### src/rtl/fpnew_pkg.sv
// Shared FPU types: exception status flags carried alongside every result.
package fpnew_pkg;

  // IEEE 754 exception flags, MSB first: {NV, DZ, OF, UF, NX}.
  typedef struct packed {
    logic nv;
    logic dz;
    logic of_;
    logic uf;
    logic nx;
  } status_t;

endpackage

### src/rtl/fpnew_fifo_ctrl.sv
// FIFO control for the integer result stage: read/write pointers, entry count,
// handshake qualification and flush. Depth must be a power of two, >= 2.
module fpnew_fifo_ctrl #(
  parameter int unsigned Depth = 2,
  localparam int unsigned PtrW = $clog2(Depth),
  localparam int unsigned CntW = $clog2(Depth + 1)
) (
  input  logic            clk_i,
  input  logic            rst_i,
  input  logic            flush_i,
  input  logic            push_req_i,
  input  logic            pop_req_i,
  output logic            push_o,
  output logic            pop_o,
  output logic [PtrW-1:0] wr_ptr_o,
  output logic [PtrW-1:0] rd_ptr_o,
  output logic [CntW-1:0] count_o,
  output logic            in_ready_o,
  output logic            out_valid_o
);

  logic [PtrW-1:0] wr_ptr_q, rd_ptr_q;
  logic [CntW-1:0] count_q;

  // Ready depends only on registered state, so a full FIFO never accepts
  // a push even when the head is retiring in the same cycle.
  assign in_ready_o  = (count_q != CntW'(Depth));
  assign out_valid_o = (count_q != '0);

  // A flush suppresses both handshakes so nothing is written or retired.
  assign push_o = push_req_i & in_ready_o & ~flush_i;
  assign pop_o  = pop_req_i & out_valid_o & ~flush_i;

  // NOTE: state registers use non-blocking assignments so every flop samples
  // pre-edge values regardless of process evaluation order.
  always_ff @(posedge clk_i) begin
    if (rst_i || flush_i) begin
      wr_ptr_q <= '0;
      rd_ptr_q <= '0;
      count_q  <= '0;
    end else begin
      if (push_o) wr_ptr_q <= wr_ptr_q + PtrW'(1);
      if (pop_o)  rd_ptr_q <= rd_ptr_q + PtrW'(1);
      case ({push_o, pop_o})
        2'b10:   count_q <= count_q + CntW'(1);
        2'b01:   count_q <= count_q - CntW'(1);
        default: count_q <= count_q;
      endcase
    end
  end

  assign wr_ptr_o = wr_ptr_q;
  assign rd_ptr_o = rd_ptr_q;
  assign count_o  = count_q;

endmodule

### src/rtl/fpnew_int_result_stage.sv
// Buffers float-to-int cast results ahead of integer writeback, sign-extends
// them to register width and accumulates sticky fflags at retirement.
module fpnew_int_result_stage
  import fpnew_pkg::*;
#(
  parameter int unsigned InWidth  = 64,
  parameter int unsigned OutWidth = 64,
  parameter int unsigned Depth    = 2,
  parameter type         TagType  = logic,
  localparam int unsigned CntW    = $clog2(Depth + 1),
  localparam int unsigned PtrW    = $clog2(Depth)
) (
  input  logic                clk_i,
  input  logic                rst_i,
  input  logic [InWidth-1:0]  result_i,
  input  status_t             status_i,
  input  logic                extension_bit_i,
  input  TagType              tag_i,
  input  logic                in_valid_i,
  output logic                in_ready_o,
  input  logic                flush_i,
  output logic [OutWidth-1:0] result_o,
  output status_t             status_o,
  output TagType              tag_o,
  output logic                out_valid_o,
  input  logic                out_ready_i,
  output status_t             fflags_o,
  input  logic                fflags_clr_i,
  output logic [CntW-1:0]     occupancy_o,
  output logic                busy_o
);

  logic            push, pop;
  logic [PtrW-1:0] wr_ptr, rd_ptr;

  fpnew_fifo_ctrl #(.Depth(Depth)) u_ctrl (
    .clk_i       (clk_i),
    .rst_i       (rst_i),
    .flush_i     (flush_i),
    .push_req_i  (in_valid_i),
    .pop_req_i   (out_ready_i),
    .push_o      (push),
    .pop_o       (pop),
    .wr_ptr_o    (wr_ptr),
    .rd_ptr_o    (rd_ptr),
    .count_o     (occupancy_o),
    .in_ready_o  (in_ready_o),
    .out_valid_o (out_valid_o)
  );

  logic [InWidth-1:0] result_mem [Depth];
  status_t            status_mem [Depth];
  logic               ext_mem    [Depth];
  TagType             tag_mem    [Depth];

  // NOTE: storage is deliberately not reset; validity is tracked solely by
  // the control count, so resetting the array would only cost area.
  always_ff @(posedge clk_i) begin
    if (push) begin
      result_mem[wr_ptr] <= result_i;
      status_mem[wr_ptr] <= status_i;
      ext_mem[wr_ptr]    <= extension_bit_i;
      tag_mem[wr_ptr]    <= tag_i;
    end
  end

  if (OutWidth > InWidth) begin : g_ext
    assign result_o = {{(OutWidth - InWidth){ext_mem[rd_ptr]}}, result_mem[rd_ptr]};
  end else begin : g_no_ext
    assign result_o = result_mem[rd_ptr];
  end

  assign status_o = status_mem[rd_ptr];
  assign tag_o    = tag_mem[rd_ptr];
  assign busy_o   = out_valid_o | in_valid_i;

  status_t fflags_q, fflags_d;

  // Clear applies first, so clear plus pop leaves exactly the popped flags.
  // NOTE: every always_comb output gets a default first to avoid latches.
  always_comb begin
    fflags_d = fflags_clr_i ? status_t'('0) : fflags_q;
    if (pop) fflags_d = fflags_d | status_mem[rd_ptr];
  end

  always_ff @(posedge clk_i) begin
    if (rst_i) fflags_q <= '0;
    else       fflags_q <= fflags_d;
  end

  assign fflags_o = fflags_q;

endmodule

### config.mk
export PLATFORM = sky130hd
export DESIGN_NAME = fpnew_int_result_stage
export DESIGN_NICKNAME = d
export VERILOG_FILES = /design/src/rtl/fpnew_pkg.sv /design/src/rtl/fpnew_fifo_ctrl.sv /design/src/rtl/fpnew_int_result_stage.sv
export SDC_FILE = /design/constraint.sdc
export NUM_CORES = 1
export LEC_CHECK = 0
export BUFFER_PORTS_ARGS = -buffer_cell sky130_fd_sc_hd__buf_2
export CORE_ASPECT_RATIO = 1.25
export CORE_MARGIN = 2
export CORE_UTILIZATION = 55
export DETAILED_ROUTE_END_ITERATION = 10
export GPL_ROUTABILITY_DRIVEN = 0
export PLACE_DENSITY = 0.85
export RECOVER_POWER = 25
export SLEW_MARGIN = 40
export SYNTH_ARGS = -nofsm -noshare
export SYNTH_HDL_FRONTEND = slang
export SYNTH_SLANG_ARGS = --single-unit
### constraint.sdc
create_clock -name clk_i -period 8.8 [get_ports clk_i]
set_input_delay 1.76 -clock clk_i [delete_from_list [all_inputs] [get_ports clk_i]]
set_output_delay 1.76 -clock clk_i [all_outputs]
set_load 0.005 [all_outputs]
# Yosys cells after proc, flatten, opt, wreduce, memory -nomap -nowiden
# Memories as Yosys holds them, arrays and structs flattened. A register that Yosys moved wholly into a read port is not among the register bits.
# Cells that the tools add are included.
word_totals:
  memories: 3
  regBits: 9
  in_bits: 77
  wordCells: 39
  out_inout_bits: 80
  mem_bits_rw: 140
memory_table:
  columns: ["memory", "depth", "word_bits", "rd", "rd_clocked_by_memory_dff", "write_ports", "line_no", "rtl"]
  rows:
  - ["result_mem", 2, 64, 1, 1, 1, "fpnew_int_result_stage.sv:51", "logic [InWidth-1:0] result_mem [Depth];"]
  - ["status_mem", 2, 5, 1, 1, 1, "fpnew_int_result_stage.sv:52", "status_t status_mem [Depth];"]
  - ["tag_mem", 2, 1, 1, 1, 1, "fpnew_int_result_stage.sv:54", "TagType tag_mem [Depth];"]
op_classes:
  n_eq_ne: 3
  add_sub_neg: 4
  bitwise_logic: 7
  n_mux: 11
  n_reduce_logical: 3
ops:
  columns: ["cell", "n"]
  rows:
  - ["two-way mux 5 bit", 2]
  - ["two-way mux 1 bit", 8]
  - ["OR 5 bit", 1]
  - ["AND 1 bit", 4]
  - ["case mux 2 bit (2 select lines)", 1]
  - ["nonzero test 2 bit", 2]
  - ["adder 1 bit, second input constant", 2]
  - ["adder 2 x 1 -> 2 bit, second input constant", 1]
  - ["== test 2 x 1 -> 1 bit, second input constant", 1]
  - ["== test 2 bit, second input constant", 1]
  - ["inequality test 2 bit, second input constant", 1]
  - ["subtractor 2 x 1 -> 2 bit, second input constant", 1]
  - ["logical OR 1 bit", 1]
  - ["NOT 1 bit", 1]
  - ["OR 1 bit", 1]

# Logic depth before layout (Yosys ltp)
# Gate-level depths: netlist (run 1).
depth:
  word_depth: 5
  depth_mapped: 7
  mapped_depth_nobuf: 7

# By module
# A second synthesis (run 1) with hierarchy kept.
hier_totals:
  hier_cells: 258
  hier_area_um2: 5718.0
modules_own_cells:
  columns: ["module", "area_per_inst_um2", "n_inst", "seq_area_each_um2", "cells_each"]
  rows:
  - ["fpnew_int_result_stage", 5514.0, 1, 4304.1, 233]
  - ["fpnew_fifo_ctrl", 203.9, 1, 80.1, 25]

# Worst setup path before layout (run 1)
# OpenSTA, ideal clock, no wires.
synth_path:
  path_kind: "input to register"
  from: "input port flush_i"
  to: "memory result_mem[1][0] (enable)"
  path_stages: 3
  required_ns: 8.302
  slack_ns: 3.391
  setup_time_ns: 0.498
  arrival_time_ns: 4.911
  path_buffers: 0
  cell_sequence: "inv_1 > nand3_1 > nor2_1"
synth_via:
  elab_chain_cells: 4
synth_rtl:
  columns: ["element", "line_no", "rtl"]
  rows:
  - ["from (decl)", "fpnew_int_result_stage.sv:21", "input logic flush_i,"]
  - ["NOT 1 bit", "fpnew_fifo_ctrl.sv:31", "assign push_o = push_req_i & in_ready_o & ~flush_i;"]
  - ["AND 1 bit", "fpnew_fifo_ctrl.sv:31", null]
  - ["two-way mux 1 bit", "fpnew_int_result_stage.sv:59", "if (push) begin"]
  - ["two-way mux 1 bit (implied by the code)", "fpnew_int_result_stage.sv:60", "result_mem[wr_ptr] <= result_i;"]
  - ["to (decl)", "fpnew_int_result_stage.sv:51", null]
# Every way passes these cells.

# Worst setup path in the final report (run 1)
layout_path:
  from: "input port in_valid_i"
  to: "output port busy_o"
layout_via:
  elab_chain_cells: 1
layout_rtl:
  columns: ["element", "line_no", "rtl"]
  rows:
  - ["from (decl)", "fpnew_int_result_stage.sv:19", "input logic in_valid_i,"]
  - ["OR 1 bit", "fpnew_int_result_stage.sv:75", "assign busy_o = out_valid_o | in_valid_i;"]
  - ["to (decl)", "fpnew_int_result_stage.sv:30", "output logic busy_o"]
# Every way passes these cells.

==> results of run 1 <==
flip-flops by register name, summed over array words and instances, names as in the netlist, named ones only:
name	count
result_mem	128
status_mem	10
fflags_o	5
tag_mem	2
u_ctrl.count_o	2
u_ctrl.rd_ptr_o	1
u_ctrl.wr_ptr_o	1
layout make-up:
cell class                 count  share of cell area, %
tap                          126                   2.25
clock inverter                13                   1.99
multi-input combinational    107                   14.6
sequential                   150                   63.0
timing repair buffer         159                   11.8
clock buffer                  18                   6.14
inverter                       4                  0.215
stage by stage:
stage	instances	setup slack (ps)	cell area [um2]
2_1_floorplan	270	3390	5520
3_3_place_gp	544	4610	6390
3_5_place_dp	545	4610	6410
4_1_cts	576	4610	6980
5_1_grt	577	4600	6990
6_report	577	4610	6990
tightest hold or removal path, cell delays in order, from the launching register on:
cell	delay, ps
dfxtp_1	320
o21ai_0	80
a21oi_1	60
worst max-delay path by stage:
stage	start	endpoint	slack [ps]	cells after the start
6_report	in_valid_i	busy_o	4610	3
5_1_grt	in_valid_i	busy_o	4600	3
4_1_cts	in_valid_i	busy_o	4610	3
3_5_place_dp	in_valid_i	busy_o	4610	3
3_3_place_gp	in_valid_i	busy_o	4610	3
2_1_floorplan	flush_i	result_mem[1][0]$_DFFE_PP_	3390	3
routing by layer:
layer | GRT usage, % | vias up | wire (um)
met5 | 0 | - | 0
met1 | 21.0 | 1401 | 3620
met3 | 7.09 | 9 | 680
li1 | - | 1389 | -
met4 | 5.60 | 0 | 71
met2 | 31.7 | 112 | 5270
synth_stat cells (all sizes together):
library cell | n | area [um2]
a21oi | 2 | 10.0
a41oi | 5 | 43.8
buf | 8 | 77.6
clkbuf | 1 | 3.75
dfxtp | 10 | 200
edfxtp | 140 | 4200
ha | 1 | 12.5
inv | 4 | 15.0
mux2 | 70 | 788
nand2b | 1 | 6.26
nand3 | 1 | 5.00
nor2 | 10 | 37.5
nor2b | 6 | 37.5
o21ai | 3 | 15.0
or2 | 2 | 12.5
or3 | 3 | 20.0
xnor2 | 1 | 8.76
xor2 | 2 | 17.5
kinds of logic after synthesis:
| logic type | Yosys count | share of synthesized area [%] |
|---|---|---|
| DFF | 150 | 79.9 |
| and+or+nand+nor | 23 | 2.16 |
| xor gates and xnor gates | 3 | 0.476 |
| adders and majority gates | 1 | 0.227 |
| buffers and inverters | 13 | 1.75 |
| AOI/OAI and AO/OA | 10 | 1.25 |
| muxes | 70 | 14.3 |
power by group:
part	internal (mW)	total, mW	switching [mW]
registers	0.801	0.806	0.00536
logic	0.0361	0.0711	0.0350
clock network	0.437	0.687	0.250
total	1.27	1.56	0.290
==> metrics.log, run 1 <==
[metrics] Leak Pwr: about 2.6 nW
[metrics] fin util: 72.0%
[metrics] Critical Path, Cell by Cell: buf_2 -> or3_2 -> buf_2
[metrics] highest clock frequency the design can meet: 0.239 GHz
[metrics] most common library cell in the layout ignoring fill and taps: buf_2
[metrics] Nets: 517
[metrics] first-pass GRT wire length: between 10 and 15 mm
[metrics] Max Cap Violations: 0
[metrics] Setup violations, final: 0
[metrics] hold violation count in the final report: 0
[metrics] required time of the critical path: 7040 ps
[metrics] buffer cell driving the clock tree root: clkbuf_16
[metrics] reg-to-reg critical path startpoint: u_ctrl.count_o[0]$_SDFFE_PP0P_
[metrics] highest cell delay on the worst timing path: ~420 ps
[metrics] overall die width: 93.6 um
[metrics] number of vias in the routed layout: approximately 2,900
[metrics] Worst Path Class, Setup: primary input to output port
[metrics] Top Family by Delay on Critical Path: simple AND/OR/NAND/NOR gates
[metrics] first-pass detailed-route iteration total: 4
[metrics] Slew @ Worst Pin: 769 ps
[metrics] fraction of final layout cells sized beyond drive strength 1: a little over half
[metrics] capturing point of the worst reg2reg path: result_mem[0][19]$_DFFE_PP_
[metrics] diode count: 0
[metrics] Critical-path top delay cell: or3_2
[metrics] number of primary I/O pins: 157
[metrics] TritonCTS sink count: 150
[metrics] number of global-route vias before repair: around 3,000
[metrics] die footprint: around 11,000 um2
[metrics] run status: finished, final reports clean
[metrics] sequential share of the synthesized area: approximately 80%
[metrics] die height: around 120 um
[metrics] mean instance size in the synthesized netlist: just over 20 um2
[metrics] H-tree depth: 4
[metrics] Core ar.: 9710 um2
[metrics] Post-CTS Resized: 0
[metrics] remaining antenna violation count: 0
[metrics] clock-pin slew of the registers on the worst-case setup and hold paths: approximately 50 ps
[metrics] Fin Hold WS: just over 500 ps
[metrics] VDD IR max: approximately 0.16 mV
[metrics] synthesized netlist cell count: 270
[metrics] crit start category: primary input
[metrics] clock tree from TritonCTS: yes
[metrics] leading cell types in the layout, fill and taps excluded: 143 x buf_2, 140 x edfxtp_1, 70 x mux2_2
[metrics] sink of the worst hold path: u_ctrl.wr_ptr_o$_SDFFE_PP0P_
[metrics] overall global routing resource usage: ~18%
[metrics] final max-slew violation count: 0
[metrics] insertion delay to the later sink of the worst-skew pair: approximately 400 ps
[metrics] starting DRC count in detailed routing: 170
[metrics] clock period minus worst slack: about 4200 ps
[metrics] count of distinct cell types in the synthesized netlist: 20
[metrics] DRC violation count after routing: 0
[metrics] data arrival time of the critical path: between 2000 and 2500 ps
[metrics] FILL cells: 633
[metrics] number of buffers inserted during clock tree synthesis: 17
[metrics] largest net degree at the start of global routing: between 40 and 50
[metrics] PnR Total Power: about 1.6 mW
[metrics] cell area after technology mapping: between 5000 and 6000 um2
[metrics] Vias/cell: a little over 5
[metrics] worst min-delay path category: register to register
[metrics] number of buffers added on ports: 155
[metrics] launch point of the worst hold path: u_ctrl.wr_ptr_o$_SDFFE_PP0P_
[metrics] antenna violations before repair: 0
[metrics] multi-input logic area: about 1000 um2
[metrics] worst-case register-to-register setup slack: 6320 ps
[metrics] total overflow reported by the global router: 0
[metrics] worst reg-to-reg path cell count: 4
[metrics] hold buffer count at cts: 0
[metrics] buffering stage count on the worst path with inverters included: 2
[metrics] effective utilization at floorplan: a little under three fifths
[metrics] number of storage elements in the synthesis netlist: 150
[metrics] skew final: ~4.4 ps
[metrics] standard-cell row count: 40
[metrics] maximum fanout along the worst path: 3
[metrics] total wire length after detailed routing: 9.64 mm
[metrics] count of synthesis-stage warnings from yosys: 0
[metrics] synthesized netlist net count: about 350
[metrics] Slew headroom: between 40 and 50%
[metrics] unrepaired setup endpoints after global routing: no
[metrics] total power per unit cell area: around 220 nW/um2
[metrics] setup fix buffers added after clock tree synthesis: 0
[metrics] hold-critical path depth: 2
[metrics] kind of capture point of the worst setup path: output port
[metrics] final clock period utilization by the worst path: between 40% and 50%
[metrics] placed wire-length estimate: between 6 and 7 mm
[metrics] Layout area overhead: 26.8%
[metrics] final routed wire length divided by cell count: between 15 and 20 um
[metrics] most used cell along the critical path: buf_2
[metrics] footprint of the flip-flops and latches: about 4400 um2
[metrics] final-layout setup total negative slack: 0 ps
[metrics] maximum count of clock buffers along a single path: 2
No activity file was read; power rests on OpenSTA's default activity.
==> run 2: changes to the inputs <==
--- a/config.mk
+++ b/config.mk
@@ -8,10 +8,10 @@
 export BUFFER_PORTS_ARGS = -buffer_cell sky130_fd_sc_hd__buf_2
 export CORE_ASPECT_RATIO = 1.25
 export CORE_MARGIN = 2
-export CORE_UTILIZATION = 55
+export CORE_UTILIZATION = 46
 export DETAILED_ROUTE_END_ITERATION = 10
 export GPL_ROUTABILITY_DRIVEN = 0
-export PLACE_DENSITY = 0.85
+export PLACE_DENSITY = 0.76
 export RECOVER_POWER = 25
 export SLEW_MARGIN = 40
 export SYNTH_ARGS = -nofsm -noshare
==> constraint.sdc (replaced) <==
create_clock -name clk_i -period 3.5 [get_ports clk_i]
set_input_delay 0.7 -clock clk_i [delete_from_list [all_inputs] [get_ports clk_i]]
set_output_delay 0.7 -clock clk_i [all_outputs]
set_load 0.005 [all_outputs]
==> run 2 against run 1 <==
Register-to-register slack got worse by 4900 ps. Global-route usage shrank 3.0 points. Core utilization is 12 points lower. Design area increased by 0.98%. Sequential cell count did not move. Non-clock buffer count is the same. Clock power grew to 2.7 times the previous value. Hold slack worse by 30 ps. Worst setup slack got worse by 3700 ps. Highest routed layer unchanged.
==> metrics.log, run 2 (synthesized netlist as in run 1, its figures left out) <==
[metrics] Max Cap Violations: 0
[metrics] clock-pin slew of the registers on the worst-case setup and hold paths: 60 ps
[metrics] H-tree depth: 4
[metrics] die height: around 130 um
[metrics] placed wire-length estimate: around 6.4 mm
[metrics] number of buffers added on ports: 155
[metrics] fraction of final layout cells sized beyond drive strength 1: a little under three fifths
[metrics] final-layout setup total negative slack: 0 ps
[metrics] hold buffer count at cts: 0
[metrics] skew final: 9.55 ps
[metrics] antenna violations before repair: 0
[metrics] Setup violations, final: 0
[metrics] Slew @ Worst Pin: between 600 and 700 ps
[metrics] diode count: 0
[metrics] number of global-route vias before repair: just over 3,000
[metrics] standard-cell row count: 44
[metrics] crit start category: register
[metrics] first-pass GRT wire length: between 10 and 15 mm
[metrics] run status: finished, final reports clean
[metrics] data arrival time of the critical path: 1880 ps
[metrics] total wire length after detailed routing: between 9 and 10 mm
[metrics] most common library cell in the layout ignoring fill and taps: buf_2
[metrics] final clock period utilization by the worst path: 73.7%
[metrics] required time of the critical path: about 2800 ps
[metrics] final max-slew violation count: 0
[metrics] total overflow reported by the global router: 0
[metrics] final routed wire length divided by cell count: 15.8 um
[metrics] worst reg-to-reg path cell count: 4
[metrics] TritonCTS sink count: 150
[metrics] setup fix buffers added after clock tree synthesis: 0
[metrics] unrepaired setup endpoints after global routing: no
[metrics] leading cell types in the layout, fill and taps excluded: 141 x buf_2, 140 x edfxtp_1, 70 x mux2_2
[metrics] Worst Path Class, Setup: register to output port
[metrics] DRC violation count after routing: 0
[metrics] remaining antenna violation count: 0
[metrics] overall die width: between 100 and 150 um
[metrics] overall global routing resource usage: 15.2%
[metrics] insertion delay to the later sink of the worst-skew pair: 410 ps
[metrics] VDD IR max: ~0.34 mV
[metrics] highest clock frequency the design can meet: 0.388 GHz
[metrics] kind of capture point of the worst setup path: output port
[metrics] maximum count of clock buffers along a single path: 2
[metrics] clock period minus worst slack: 2580 ps
[metrics] Post-CTS Resized: 0
[metrics] buffer cell driving the clock tree root: clkbuf_16
[metrics] Vias/cell: 4.84
[metrics] starting DRC count in detailed routing: between 100 and 150
[metrics] number of vias in the routed layout: just under 3,000
[metrics] maximum fanout along the worst path: 38
[metrics] clock tree from TritonCTS: yes
[metrics] effective utilization at floorplan: 47.3%
[metrics] hold-critical path depth: 1
[metrics] number of primary I/O pins: roughly 160
[metrics] Leak Pwr: 2.60 nW
[metrics] Slew headroom: between 50 and 60%
[metrics] hold violation count in the final report: 0
[metrics] fin util: between 60% and 70%
[metrics] number of buffers inserted during clock tree synthesis: 17
[metrics] largest net degree at the start of global routing: between 40 and 50
[metrics] Core ar.: around 12,000 um2
[metrics] die footprint: roughly 13,000 um2
[metrics] Layout area overhead: 28.1%
[metrics] Largest register FFs: 128
[metrics] total power per unit cell area: roughly 570 nW/um2
[metrics] first-pass detailed-route iteration total: 4
[metrics] Nets: slightly above 500
[metrics] worst min-delay path category: primary input to register
[metrics] most flop-heavy register: result_mem
-- run 2: cell types whose count changed in the layout (fill, tap and decap cells not counted), moves of 2 or more --
cell	previous run	this run
buf_2	143	141
clkbuf_1	13	15
inv_6	0	4
clkinv_1	5	0
clkinvlp_4	2	4
-- run 2: layout make-up --
cell class | instances | area, um2
clock inverters | 14 | 174
clock buffers | 18 | 429
multi-input cells | 107 | 1020
flip-flops and latches | 150 | 4410
repair buffers | 159 | 813
inverters | 4 | 15.0
well taps | 161 | 201
fillers | 911 | 4610
-- run 2: metrics by stage --
step	hold WS, ps	power [mW]	std cells	cell area (um2)	setup slack [ps]
after detailed placement	490	2.25	581	6480	1010
after floorplan	461	2.14	270	5520	318
after global routing	453	4.17	613	7060	829
after global placement	483	2.24	581	6480	1020
after CTS	456	4.09	613	7080	879
final	479	4.04	613	7060	922
-- run 2: final timing paths --
path	from	to	slack (ps)
setup / recovery	register	result_o[58]	920
hold / removal	result_i[18]	result_mem[1][18]$_DFFE_PP_	480
setup reg to reg	u_ctrl.count_o[0]$_SDFFE_PP0P_	result_mem[0][59]$_DFFE_PP_	1400
hold reg to reg	u_ctrl.rd_ptr_o$_SDFFE_PP0N_	register	500
-- run 2: worst max-delay path, stage by stage (launching register included) --
cell and delay (ps):
dfxtp_4 650, buf_12 290, mux2_2 370, buf_2 130
-- run 2: metal layers --
metal	global-route usage, %	wire (um)
met1	17.1	3850
met2	25.8	5090
met3	5.45	612
met4	6.75	144
met5	0	0
-- run 2: power by group --
group / switching, mW / internal (mW)
Sequential: 0.0130 / 2.01
Combinational: 0.0875 / 0.0916
Clock: 0.706 / 1.13
Total: 0.806 / 3.23
